[config.mk]
export PLATFORM = sky130hd
export DESIGN_NAME = pc_sequencer
export DESIGN_NICKNAME = d
export VERILOG_FILES = /design/src/rtl/pc_sequencer_pkg.sv /design/src/rtl/pc_sequencer_ret_stack.sv /design/src/rtl/pc_sequencer.sv
export SDC_FILE = /design/constraint.sdc
export NUM_CORES = 1
export LEC_CHECK = 0
export ABC_AREA = 1
export CAP_MARGIN = 20
export CORE_MARGIN = 2
export CORE_UTILIZATION = 39
export DETAILED_ROUTE_END_ITERATION = 10
export PLACE_DENSITY_LB_ADDON = 0.05
export SLEW_MARGIN = 20
export SYNTH_ARGS = -nofsm -noshare
export SYNTH_HDL_FRONTEND = slang
export SYNTH_HIERARCHICAL = 1
export SYNTH_SLANG_ARGS = --single-unit
export TNS_END_PERCENT = 50
[constraint.sdc]
create_clock -name Clock -period 2.8 [get_ports Clock]
set_clock_uncertainty 0.05 [all_clocks]
set_input_delay 0.56 -clock Clock [delete_from_list [all_inputs] [get_ports Clock]]
set_output_delay 0.56 -clock Clock [all_outputs]
set_load 0.02 [all_outputs]
[src/rtl/pc_sequencer_pkg.sv]
// -----------------------------------------------------------------------------
// pc_sequencer_pkg
// Shared definitions for the program-counter sequencer:
//   PC_W     - width of the program counter (8 bits)
//   state_t  - sequencer FSM encoding, visible on the State port
// -----------------------------------------------------------------------------
package pc_sequencer_pkg;

    localparam int PC_W = 8;

    typedef enum logic [1:0] {
        IDLE  = 2'd0,
        FETCH = 2'd1,
        EXEC  = 2'd2,
        HALT  = 2'd3
    } state_t;

endpackage

[src/rtl/pc_sequencer_ret_stack.sv]
// -----------------------------------------------------------------------------
// ret_stack
// LIFO return-address stack for the PC sequencer.
// Ports:
//   clk   - clock, rising-edge updates
//   rst_n - asynchronous active-low reset (empties the stack)
//   push  - write din on top (ignored when full)
//   pop   - remove top entry (ignored when empty)
//   din   - value to push
//   dout  - current top-of-stack value (zero when empty)
//   full  - DEPTH entries held
//   empty - no entries held
// push has priority if both are asserted in the same cycle.
// -----------------------------------------------------------------------------
module ret_stack #(
    parameter int DEPTH = 4,
    parameter int WIDTH = 8
) (
    input  logic             clk,
    input  logic             rst_n,
    input  logic             push,
    input  logic             pop,
    input  logic [WIDTH-1:0] din,
    output logic [WIDTH-1:0] dout,
    output logic             full,
    output logic             empty
);

    localparam int CW = $clog2(DEPTH + 1);
    localparam int AW = (DEPTH > 1) ? $clog2(DEPTH) : 1;

    logic [CW-1:0]    count;
    logic [WIDTH-1:0] mem [DEPTH];
    logic [AW-1:0]    top_idx;
    logic [AW-1:0]    wr_idx;

    assign full    = (count == CW'(DEPTH));
    assign empty   = (count == '0);
    assign top_idx = AW'(count - CW'(1));
    assign wr_idx  = AW'(count);
    assign dout    = empty ? '0 : mem[top_idx];

    // NOTE: sequential state uses non-blocking (<=) so every register samples
    // pre-edge values regardless of statement order.
    always_ff @(posedge clk or negedge rst_n) begin
        if (!rst_n) begin
            count <= '0;
        end else if (push && !full) begin
            count <= count + CW'(1);
        end else if (pop && !empty) begin
            count <= count - CW'(1);
        end
    end

    // NOTE: the storage array is deliberately not reset; the count alone
    // defines which entries are valid, and a reset-free array maps to RAM.
    always_ff @(posedge clk) begin
        if (push && !full) begin
            mem[wr_idx] <= din;
        end
    end

endmodule

[src/rtl/pc_sequencer.sv]
// -----------------------------------------------------------------------------
// pc_sequencer
// Four-state (IDLE/FETCH/EXEC/HALT) sequencer that computes the next value of
// an external 8-bit PC register. Outputs decode combinationally from the
// current state and inputs, so the PC loads on the edge that ends EXEC.
//
// Build option: define RET_STACK_EN to add a STACK_DEPTH x 8 return stack
// (Call pushes PCOut+1, Ret pops). Without it, Call acts as Jump, Ret is
// ignored and StackErr is tied low.
//
// Parameters:
//   RESET_VECTOR - PC value driven while in IDLE
//   STACK_DEPTH  - return-stack entries (RET_STACK_EN only)
// Ports:
//   Clock    in   clock, rising edge
//   Reset    in   asynchronous active-low reset
//   PCOut    in   [7:0] current PC register value
//   Start    in   leave IDLE or HALT
//   Stall    in   freeze sequencing this cycle
//   Branch, Taken, Jump, Call, Ret, Halt  in  EXEC-cycle control requests
//   Target   in   [7:0] branch/jump/call destination
//   PCIn     out  [7:0] next PC value
//   PCWrite  out  PC load enable
//   Fetch    out  instruction-fetch strobe
//   State    out  [1:0] current FSM state
//   StackErr out  sticky stack overflow/underflow flag
// -----------------------------------------------------------------------------
module pc_sequencer
    import pc_sequencer_pkg::*;
#(
    parameter logic [PC_W-1:0] RESET_VECTOR = 8'h00,
    parameter int              STACK_DEPTH  = 4
) (
    input  logic            Clock,
    input  logic            Reset,
    input  logic [PC_W-1:0] PCOut,
    input  logic            Start,
    input  logic            Stall,
    input  logic            Branch,
    input  logic            Taken,
    input  logic            Jump,
    input  logic            Call,
    input  logic            Ret,
    input  logic            Halt,
    input  logic [PC_W-1:0] Target,
    output logic [PC_W-1:0] PCIn,
    output logic            PCWrite,
    output logic            Fetch,
    output logic [1:0]      State,
    output logic            StackErr
);

    state_t          state;
    state_t          next_state;
    logic [PC_W-1:0] pc_seq;

    // Wraps naturally at 8 bits: 8'hFF + 1 = 8'h00.
    assign pc_seq = PCOut + PC_W'(1);
    assign State  = state;

`ifdef RET_STACK_EN
    logic            stk_push;
    logic            stk_pop;
    logic            stk_full;
    logic            stk_empty;
    logic [PC_W-1:0] stk_top;
    logic            err_set;
    logic            stack_err;

    ret_stack #(
        .DEPTH (STACK_DEPTH),
        .WIDTH (PC_W)
    ) u_ret_stack (
        .clk   (Clock),
        .rst_n (Reset),
        .push  (stk_push),
        .pop   (stk_pop),
        .din   (pc_seq),
        .dout  (stk_top),
        .full  (stk_full),
        .empty (stk_empty)
    );

    assign StackErr = stack_err;
`else
    logic unused_ok;
    assign unused_ok = ^{Ret, (STACK_DEPTH > 0)};
    assign StackErr  = 1'b0;
`endif

    // NOTE: every output of this block gets a default first, so no path
    // leaves a variable unassigned and no latch is inferred.
    always_comb begin
        next_state = state;
        PCIn       = PCOut;
        PCWrite    = 1'b0;
        Fetch      = 1'b0;
`ifdef RET_STACK_EN
        stk_push   = 1'b0;
        stk_pop    = 1'b0;
        err_set    = 1'b0;
`endif
        unique case (state)
            IDLE: begin
                PCIn    = RESET_VECTOR;
                PCWrite = 1'b1;
                if (Start) next_state = FETCH;
            end
            FETCH: begin
                Fetch = 1'b1;
                if (!Stall) next_state = EXEC;
            end
            EXEC: begin
                // Stall freezes the cycle entirely; otherwise Halt wins over
                // every other request and suppresses the PC write.
                if (!Stall) begin
                    if (Halt) begin
                        next_state = HALT;
                    end else begin
                        next_state = FETCH;
                        PCWrite    = 1'b1;
`ifdef RET_STACK_EN
                        if (Ret) begin
                            if (stk_empty) begin
                                PCIn    = pc_seq;
                                err_set = 1'b1;
                            end else begin
                                PCIn    = stk_top;
                                stk_pop = 1'b1;
                            end
                        end else if (Call) begin
                            PCIn = Target;
                            if (stk_full) err_set  = 1'b1;
                            else          stk_push = 1'b1;
                        end else if (Jump || (Branch && Taken)) begin
                            PCIn = Target;
                        end else begin
                            PCIn = pc_seq;
                        end
`else
                        if (Call || Jump || (Branch && Taken)) PCIn = Target;
                        else                                   PCIn = pc_seq;
`endif
                    end
                end
            end
            HALT: begin
                if (Start) next_state = FETCH;
            end
            default: next_state = IDLE;
        endcase
    end

    always_ff @(posedge Clock or negedge Reset) begin
        if (!Reset) begin
            state     <= IDLE;
`ifdef RET_STACK_EN
            stack_err <= 1'b0;
`endif
        end else begin
            state     <= next_state;
`ifdef RET_STACK_EN
            if (err_set) stack_err <= 1'b1;
`endif
        end
    end

endmodule
=== Yosys cells after proc, flatten, opt, wreduce, memory -nomap -nowiden ===
Index checks and enable logic that the tools add are counted.

* Equality and inequality tests: 6
* Reduce and logical (&&, ||, !) cells: 6
* Add/sub/neg operators: 1
* Multiplexer cells: 13

{| class="wikitable"
|+ Operators by type and width
! operator !! count
|-
| 8-bit 2-to-1 mux || 3
|-
| 8-bit case mux with 2 select lines || 1
|-
| 8-bit by 1-bit adder with 8-bit output, second input constant || 1
|-
| 2-bit 2-to-1 mux || 4
|-
| 2-bit case mux with 3 select lines || 1
|-
| 2-bit == test, second input constant || 2
|-
| 2-bit != test, second input constant || 2
|-
| 1-bit 2-to-1 mux || 3
|-
| 3-bit AND reduction || 1
|-
| 2-bit by 1-bit == test with 1-bit output, second input constant || 1
|-
| 2-bit zero test || 1
|-
| 1-bit logical OR || 2
|-
| 2-bit by 1-bit != test with 1-bit output, second input constant || 1
|-
| 1-bit case mux with 2 select lines || 1
|-
| 2-bit OR reduction || 1
|-
| 1-bit logical AND || 1
|}

* Logic and storage cells: 27
* Register bits after elaboration: 2

=== Depth between registers and ports, before layout ===
Gate-level depths: netlist of the first run.

* Depth in word-level cells: 6
* Gate-level depth with buffers: 9
* Mapped depth without buffers: 9

=== Least setup slack after synthesis of the first run ===
No wires, ideal clock.

* Path kind: flip-flop to output port
* Start point: reg state[0] (netlist: State[0])
* End point: out PCIn[2]
* Stages on the path, launching flop included: 7
* Required time: 2.190 ns
* Arrival time: 1.604 ns
* Slack: 0.586 ns
* Cells stage by stage: dfrtp_1 > inv_1 > ha_1 > buf_6 > nor2_2 > nand2_1 > a21oi_1

* Cells in the longest elaborated chain, start to end: 2
* Elaborated cells between the ends (all ways): 3

{| class="wikitable"
|+ RTL lines
! item !! RTL line !! RTL
|-
| start: declaration || pc_sequencer.sv:53 || <nowiki>state_t state;</nowiki>
|-
| start signal: assignment || pc_sequencer.sv:161 || <nowiki>state <= next_state;</nowiki>
|-
| 2-bit == test or 2-bit zero test (tied branches) || pc_sequencer.sv:103 || <nowiki>unique case (state)</nowiki>
|-
| 8-bit case mux with 2 select lines (*) || pc_sequencer.sv:103 ||
|-
| end: declaration || pc_sequencer.sv:46 || <nowiki>output logic [PC_W-1:0] PCIn,</nowiki>
|}

Every way passes the cells marked *; elsewhere a longest branch is shown, timed or not.

=== Worst setup path after layout of the first run ===
* Start point: in PCOut[1]
* End point: out PCIn[5]

* Cells in the longest elaborated chain, start to end: 5

{| class="wikitable"
|+ RTL lines
! item !! RTL line !! RTL
|-
| start: declaration || pc_sequencer.sv:36 || <nowiki>input logic [PC_W-1:0] PCOut,</nowiki>
|-
| 8-bit by 1-bit adder with 8-bit output || pc_sequencer.sv:58 || <nowiki>assign pc_seq = PCOut + PC_W'(1);</nowiki>
|-
| 8-bit 2-to-1 mux || pc_sequencer.sv:141 || <nowiki>if (Call || Jump || (Branch && Taken)) PCIn = Target;</nowiki>
|-
| 8-bit 2-to-1 mux || pc_sequencer.sv:117 || <nowiki>if (Halt) begin</nowiki>
|-
| 8-bit 2-to-1 mux || pc_sequencer.sv:116 || <nowiki>if (!Stall) begin</nowiki>
|-
| 8-bit case mux with 2 select lines || pc_sequencer.sv:103 ||
|}

Every way passes these cells.

==> results of run 1 <==
worst max-delay path, stage by stage:
cell	delay [ps]
clkdlybuf4s50_1	530
buf_4	130
nand3_1	110
o21ai_0	170
nand3_1	90
nand2_1	60
nand2_1	40
nand2_1	50
nand2_1	40
dlygate4sd2_1	310
through the flow:
stage               setup slack [ps]  power (mW)  instances  TNS, ps
CTS                             37.8       0.738        192        0
detailed placement              -231       0.716        189    -1310
global placement                -196       0.707        189    -1110
global route               -0.000222       0.794        192        0
floorplan                        586       0.422        126        0
finish                           111       0.724        192        0
layer usage:
layer / part of all wire, % / track usage (%) / routed length [um] / vias to the layer above
met1: 39 / 20.5 / 723 / 403
met2: 54 / 40.6 / 993 / 29
met3: 6.3 / 2.86 / 115 / 0
li1: - / - / - / 491
met5: 0 / 0 / 0 / -
met4: 0 / 5.45 / 0 / 0
synthesized netlist by cell type:
cell type,count,share of area [%]
o31ai_1,1,1.2
nor2_4,1,1.8
or2_1,1,0.97
o211ai_1,1,1.2
buf_4,1,1.2
o21ai_0,5,3.9
ha_1,5,9.7
nand3_1,8,6.2
o21ai_1,4,3.1
dfrtp_1,2,7.8
nand2_1,54,32
inv_1,14,8.2
nand2_2,1,0.97
nand3_4,1,2.7
conb_1,1,0.58
a21oi_1,4,3.1
nor2_2,3,2.9
inv_6,1,1.4
nor2_1,15,8.8
buf_6,1,1.8
inv_2,2,1.2
layout by cell type, fill, tap and decap left out, drive strengths merged:
cell type,instances
a21oi,4
buf,13
clkbuf,7
clkdlybuf4s15,1
clkdlybuf4s50,28
conb,1
dfrtp,2
dlygate4sd2,3
ha,5
inv,17
nand2,55
nand3,9
nor2,19
o211ai,1
o21ai,9
o31ai,1
or2,1
worst max path at each step:
| stage | cells after the start | from | to | slack, ps |
|---|---|---|---|---|
| after CTS | 9 | PCOut[1] | PCIn[4] | 40 |
| after global routing | 10 | PCOut[0] | PCIn[5] | -0.0002 |
| after global placement | 9 | PCOut[1] | PCIn[4] | -200 |
| after floorplan | 6 | State[0] | PCIn[2] | 590 |
| final | 10 | PCOut[1] | PCIn[5] | 110 |
| after detailed placement | 9 | PCOut[1] | PCIn[4] | -230 |
area by class of cell:
class	instances	area, um2
fillers	141	423
multi-input cells	105	505
flip-flops and latches	2	50.0
clock buffers	3	22.5
repair buffers	49	434
inverters	17	68.8
well taps	16	20.0
power by group:
part	leakage (nW)	internal [mW]	switching, mW
Sequential	0.0234	0.0459	0.0180
Combinational	0.550	0.254	0.345
Clock	0.0138	0.0471	0.0146
repair_timing:
item / in CTS / in global routing
buffers inserted: 0 / 0
gates cloned: 0 / 0
gates resized for setup: 8 / 9
endpoints found under the setup margin: 8 / 5
kinds of logic (layout without fill, tap and decap cells):
kind of cell	after synthesis	in the layout	synth area share [%]
AND/OR/NAND/NOR	84	84	55.8
buffers and inverters	19	69	13.6
AO/OA/AOI/OAI	15	15	12.5
adder cells (fa/ha/maj)	5	5	9.73
flip-flops	2	2	7.78
other	1	1	0.583
==> metrics.txt, run 1 <==
number of global-route vias before repair=806; HP Class=in -> async; Worst Setup Start Kind=input pin; first-pass GRT wire length=3.00 mm; CTS tree=yes; ANT nets after route=0; Crit. End Element=output pin; CTS sink count=2; DP Area=1100 um2; hpwl dp=1.48 mm; period utilization=96.0%; max-slew violation count=0; ratio of cells with drive above 1 in the final layout=16.5%; H-Tree Depth=1; Seq cells post-synth=2; Remaining DRCs=0; Syn-to-layout area delta=71.2%; Die X=44.6 um; Required @ worst endpoint=2190 ps; Worst EP arrival=2080 ps; R2R Setup Slk=1220 ps; power per cell area=658 nW/um2; Yosys Warn Count=6; largest fanout on the critical path=4; Reg clk slew, reported paths=30 ps; routed wire length=1.83 mm; core box area=1520 um2; Core Util, Final=72.2%; antenna violations before repair=0; max cap viols=0; pin count of the biggest net entering global routing=11; hold_buf cts=0; register area share after synthesis=7.78%; cell row count=14; CTS buffer count=3; die area=1990 um2; Root Driver=clkbuf_4; latest clock arrival within the worst-skew pair=220 ps; Initial Utilization=42.2%; status=finished clean; Crit Reg-Reg Endpoint=State[1]; routability cong.=0.829; Ant. Diodes=0; Worst R2R Start=State[0]; final hold vios=0; Achievable Freq=0.372 GHz; reg2reg path depth=6; DR WL/cell=9.54 um; Hold WS=453 ps; syn_nets=157; Buffers on Ports=36; Mapped Area=643 um2; minimum clock period=2690 ps; gr usage total=20.0%; DRT iter0 DRCs=25; Setup CP Type=in -> out; Syn Inst Count=126; maximum VDD drop=0.545 mV; Via Count=923; Distinct cells, synth=21; design area=1100 um2; Largest register FFs=2; CTS Buffer Depth=2; Boundary Pins=39; post-layout net count=209; GRT overflow=0; Die Y=44.6 um; Avg Cell Area, Syn=5.10 um2; Final setup viols=0; Vias/cell=4.81; drt first pass iters=4; Leakage=0.588 nW
Power figures use the tool's default switching activity.
==> run 2: changes to the inputs <==
--- a/config.mk
+++ b/config.mk
@@ -9,6 +9,7 @@
 export CAP_MARGIN = 20
 export CORE_MARGIN = 2
 export CORE_UTILIZATION = 39
+export CTS_BUF_LIST = sky130_fd_sc_hd__clkbuf_8 sky130_fd_sc_hd__clkbuf_16
 export DETAILED_ROUTE_END_ITERATION = 10
 export PLACE_DENSITY_LB_ADDON = 0.05
 export SLEW_MARGIN = 20
==> run 2 against run 1 <==
- global-route usage increased by 1.4 points
- design area increased by 2.2%
- routed wire length increased by 6.6%
- utilization increased by 1.6 points
- count of clock-buffer cells in the layout unchanged
- total power increased by 9.6%
- worst setup slack got worse by 2.9 ps
- largest cell class unchanged
- highest routed layer is now met4
==> metrics.txt, run 2 (same netlist as run 1, synthesis figures left out) <==
GRT overflow=0 (unchanged); Buffers on Ports=36 (unchanged); number of global-route vias before repair=837 (+3.8%); max-slew violation count=0 (unchanged); CTS tree=yes; ratio of cells with drive above 1 in the final layout=15.9% (-0.57 points); largest fanout on the critical path=4 (unchanged); DR WL/cell=10.2 um (+6.6%); Final setup viols=0 (unchanged); placed insts=189 (unchanged); maximum VDD drop=0.612 mV (+12%); # Post-CTS Setup Buffers=0 (unchanged); drt first pass iters=4 (unchanged); P_int=0.395 mW (+14%); Sw Share=50.2% (-1.9 points); final worst setup slack=108 ps (-2.93 ps); CP max stage cell=clkdlybuf4s50_1; Worst Setup Start Kind=input pin; Worst EP arrival=2080 ps (about the same); Layout fillers=134 (-5.0%); routed wire length=1.95 mm (+6.6%); Storage cell area=50.0 um2 (unchanged); routability cong.=0.829 (unchanged); Vias/cell=4.86 (+1.2%); area of the multi-input gates=505 um2 (unchanged); H-Tree Depth=1 (unchanged); Boundary Pins=39 (unchanged); Root Driver=clkbuf_8; Hold WS=468 ps (+14.6 ps); power per cell area=705 nW/um2 (+7.2%); final setup TNS=0 ps (unchanged); max incr delay on CP=530 ps (about the same); final hold vios=0 (unchanged); Die X=44.6 um (unchanged); Setup CP Type=in -> out; HP Class=in -> async; ANT nets after route=0 (unchanged); status=finished clean; Finished Layout Cells=192 (unchanged); Remaining DRCs=0 (unchanged); DP Area=1100 um2 (unchanged); most common cell after layout, fill and taps aside=nand2_1; combinational power share=77.9% (-4.7 points); CP Cell Sequence=clkdlybuf4s50_1, buf_4, nand3_1, o21ai_0, nand3_1, nand2_1, nand2_1, nand2_1, nand2_1, dlygate4sd2_1; first-pass GRT wire length=3.19 mm (+6.2%); CTS resizes=8 (unchanged); Crit. End Element=output pin; Tot Pwr=0.793 mW (+9.6%); design area=1120 um2 (+2.2%); cell row count=14 (unchanged); cell mode on critical path=nand2_1; Required @ worst endpoint=2190 ps (about the same); Die Y=44.6 um (unchanged); Via Count=934 (+1.2%); gr usage total=21.4% (+1.4 points); Reg clk slew, reported paths=30 ps (about the same); Syn-to-layout area delta=74.9%; die area=1990 um2 (unchanged); minimum clock period=2690 ps (+2.93 ps); most frequent cells in the layout=nand2_1 (54), clkdlybuf4s50_1 (28), nor2_1 (15), inv_1 (14), buf_4 (13); period utilization=96.1% (+0.10 points); RSZ-0062 raised after global routing=yes; CTS sink count=2 (unchanged); Reg power frac=8.1% (-0.7 points); Largest register FFs=2 (unchanged); CTS buffer count=3 (unchanged); DRT iter0 DRCs=25 (unchanged); Ant. Diodes=0 (unchanged); pin count of the biggest net entering global routing=11 (unchanged); CTS Buffer Depth=2 (unchanged); post-layout net count=209 (unchanged); Initial Utilization=42.2% (unchanged); hpwl dp=1.48 mm (unchanged); Net Sw Power=0.398 mW (+5.5%); latest clock arrival within the worst-skew pair=210 ps (about the same); Achievable Freq=0.371 GHz (-0.11%); core box area=1520 um2 (unchanged); antenna violations before repair=0 (unchanged); hold_buf cts=0 (unchanged); Core Util, Final=73.8% (+1.6 points); clock share of power=14.0% (+5.5 points); max cap viols=0 (unchanged); Leakage=0.596 nW (+1.4%); pre-CTS setup slack=-231 ps (unchanged)
-- run 2: final timing paths --
path	startpoint	to	slack (ps)	cells past startpoint
worst min-delay path	Reset	State[0]	470	1
worst max-delay path	PCOut[1]	PCIn[5]	110	10
worst max register to register	State[0]	State[0]	1120	7
max in group asynchronous	Reset	State[1]	2110	1
worst min register to register	State[1]	State[1]	520	2
min in group Clock	State[1]	State[1]	520	2
-- run 2: critical path: cells and delay by family --
kind | cells | cell delay [ps]
AND/OR/NAND/NOR | 6 | 390
buffers and inverters | 3 | 970
AO/OA/AOI/OAI | 1 | 170
-- run 2: layout make-up --
cell class,instances,area share [%]
multi-input cells,105,44.9
repair buffers,49,39.0
inverters,17,6.12
flip-flops and latches,2,4.45
clock buffers,3,3.67
well taps,16,1.78
-- run 2: layer usage --
layer  wire, um  vias to the layer above  track usage [%]  share of wire [%]
met5          0                        -                0                  0
met4         38                        0             9.09                1.9
met3        116                        4             4.08                5.9
met2       1050                       28             42.0                 54
met1        747                      411             21.3                 38
li1           -                      491                -                  -
-- run 2: power groups by stage --
| stage | Combinational [mW] | Sequential, mW | Clock (mW) |
|---|---|---|---|
| 2_1_floorplan | 0.342 | 0.0796 | 0 |
| 3_3_place_gp | 0.644 | 0.0626 | 0 |
| 3_5_place_dp | 0.651 | 0.0646 | 0 |
| 4_1_cts | 0.622 | 0.0641 | 0.113 |
| 5_1_grt | 0.677 | 0.0678 | 0.114 |
| 6_report | 0.618 | 0.0643 | 0.111 |
==> RTL edit, RTL diff (config.mk and constraints of run 2) <==
The package constant `PC_W` goes from 8 to 6. Comments in the files are not updated.
--- a/src/rtl/pc_sequencer_pkg.sv
+++ b/src/rtl/pc_sequencer_pkg.sv
@@ -7,5 +7,5 @@
 package pc_sequencer_pkg;
 
-    localparam int PC_W = 8;
+    localparam int PC_W = 6;
 
     typedef enum logic [1:0] {
Interface: changed (resized PCIn, PCOut and Target); port bits go from 39 to 33. The function was not compared with the original's and may differ.
==> RTL edit against run 2 <==
Total power down 16%. Routed wire length decreased by 29%. Sequential power up 1%. Design area down 18%. Area after synthesis fell by 21%. Sequential cell count stayed put. Clock power barely moved. Setup slack gained 0.034 ns. Largest cell class unchanged.
==> RTL edit: results (changes against run 2) <==
netlist_top_cells_area: "nand2_1 25%, ha_1 12%, dfrtp_1 9.8%, inv_1 9.6%, o21ai_1 5.9%"
ir_worst_vdd_uv: 524  # -14%
grt_util_met2: 0.323  # -0.0977
ys_top_cells_by_count: "34 x nand2_1, 13 x inv_1, 7 x nor2_1"
insertion_delay_ns: 0.21  # about the same
grt_pass1_wl_microns: 2120  # -34%
syn_nets: 122  # -22%
cp_max_fo: 5  # +1
p_leak_nw: 0.486  # -18%
yosysWarnings: 6  # unchanged
grt_start_max_net_pins: 9  # -2
dr.pass1.iters: 4  # unchanged
finalWeightedCongestion: 0.797  # -3.9%
hold_slack_ns: 0.466  # -0.00134 ns
status: "completed"
crit_path_end: "PCWrite"
met3_usage: 0  # -0.0408
min_period_ns: 2.66  # -0.0341 ns
reg2reg_from: "State[0]"
clk_pin_slew_ns: 0.03  # about the same
synth_seq_area_share: 0.0980  # +0.0202
final.fill_count: 112  # -16%
worstSetupStartpoint: "Halt"
cts_setup_buffers: 0  # unchanged
slowest_delay_ns: 0.60  # +0.07 ns
synth-compound-area-share: 0.176  # +0.0520
grt_pass1_vias: 545  # -35%
reg2regPathDepth: 5  # -2
viasPerCell: 4.64  # -4.7%
synthArstFlopShare: 1.00  # unchanged
cts-resized-gates: 6  # -2
synthAdderAreaFrac: 0.123  # +0.0253
slowest_stage: "clkdlybuf4s50_1"
grt.total_usage: 0.188  # -0.0267
drt_iter0_drc: 16  # -36%
r2r_end: "State[1]"
use_met1: 0.258  # +0.0456
dp_slack_ns: -0.149  # +0.0820 ns
final_layout_size_suffix_gt1_frac: 0.154  # -0.00468
regToRegSetupSlack_ns: 1.32  # +0.20 ns
fin_nets: 165  # -21%
dp_hpwl_microns: 1130  # -24%
place_area_sq_um: 888  # -19%
cp.arrival_ns: 2.05  # -0.03 ns
port_buffers: 30  # -17%
wl_per_cell_microns: 9.19  # -9.6%
## RTL edit: cell count changes after synthesis, sizes merged, moves of 2 or more
cell	run 2	this run
nand2	55	34
inv	17	15
nor2	19	10
nand3	9	6
## RTL edit: cell families (layout without fill, tap and decap cells)
| family | count (synthesis) | count (layout) |
|---|---|---|
| AOI/OAI and AO/OA | 17 | 17 |
| adders and majority gates | 5 | 5 |
| buffers and inverters | 18 | 59 |
| DFF | 2 | 2 |
| other | 1 | 1 |
| and+or+nand+nor | 52 | 52 |
## RTL edit: per-layer routing
metal / wire [microns] / share of wire / vias up
li1: - / - / 376
met1: 658 / 0.47 / 295
met2: 635 / 0.46 / 29
met3: 94 / 0.068 / 0
met4: 0 / 0 / 0
met5: 0 / 0 / -
## RTL edit: layout make-up
| type | instances | area (sq um) | area share |
|---|---|---|---|
| Inverter | 15 | 56.3 | 0.0612 |
| Sequential cell | 2 | 50.0 | 0.0544 |
| Clock buffer | 3 | 41.3 | 0.0449 |
| Tap cell | 15 | 18.8 | 0.0204 |
| Timing Repair Buffer | 41 | 373 | 0.405 |
| Multi-Input combinational cell | 75 | 380 | 0.414 |
## RTL edit: power breakdown
group / total [W] / switching [W] / internal (W)
clock: 0.000111 / 0.0000203 / 0.0000907
sequential: 0.0000652 / 0.0000193 / 0.0000459
combinational: 0.000491 / 0.000282 / 0.000209
total: 0.000668 / 0.000322 / 0.000346
## RTL edit: through the flow
step / power (W) / utilization / cells
4_1_cts: 0.000675 / 0.727 / 151
5_1_grt: 0.000722 / 0.725 / 151
2_1_floorplan: 0.000362 / - / 95
6_report: 0.000668 / 0.725 / 151
3_5_place_dp: 0.000592 / 0.700 / 148
3_3_place_gp: 0.000585 / 0.700 / 148
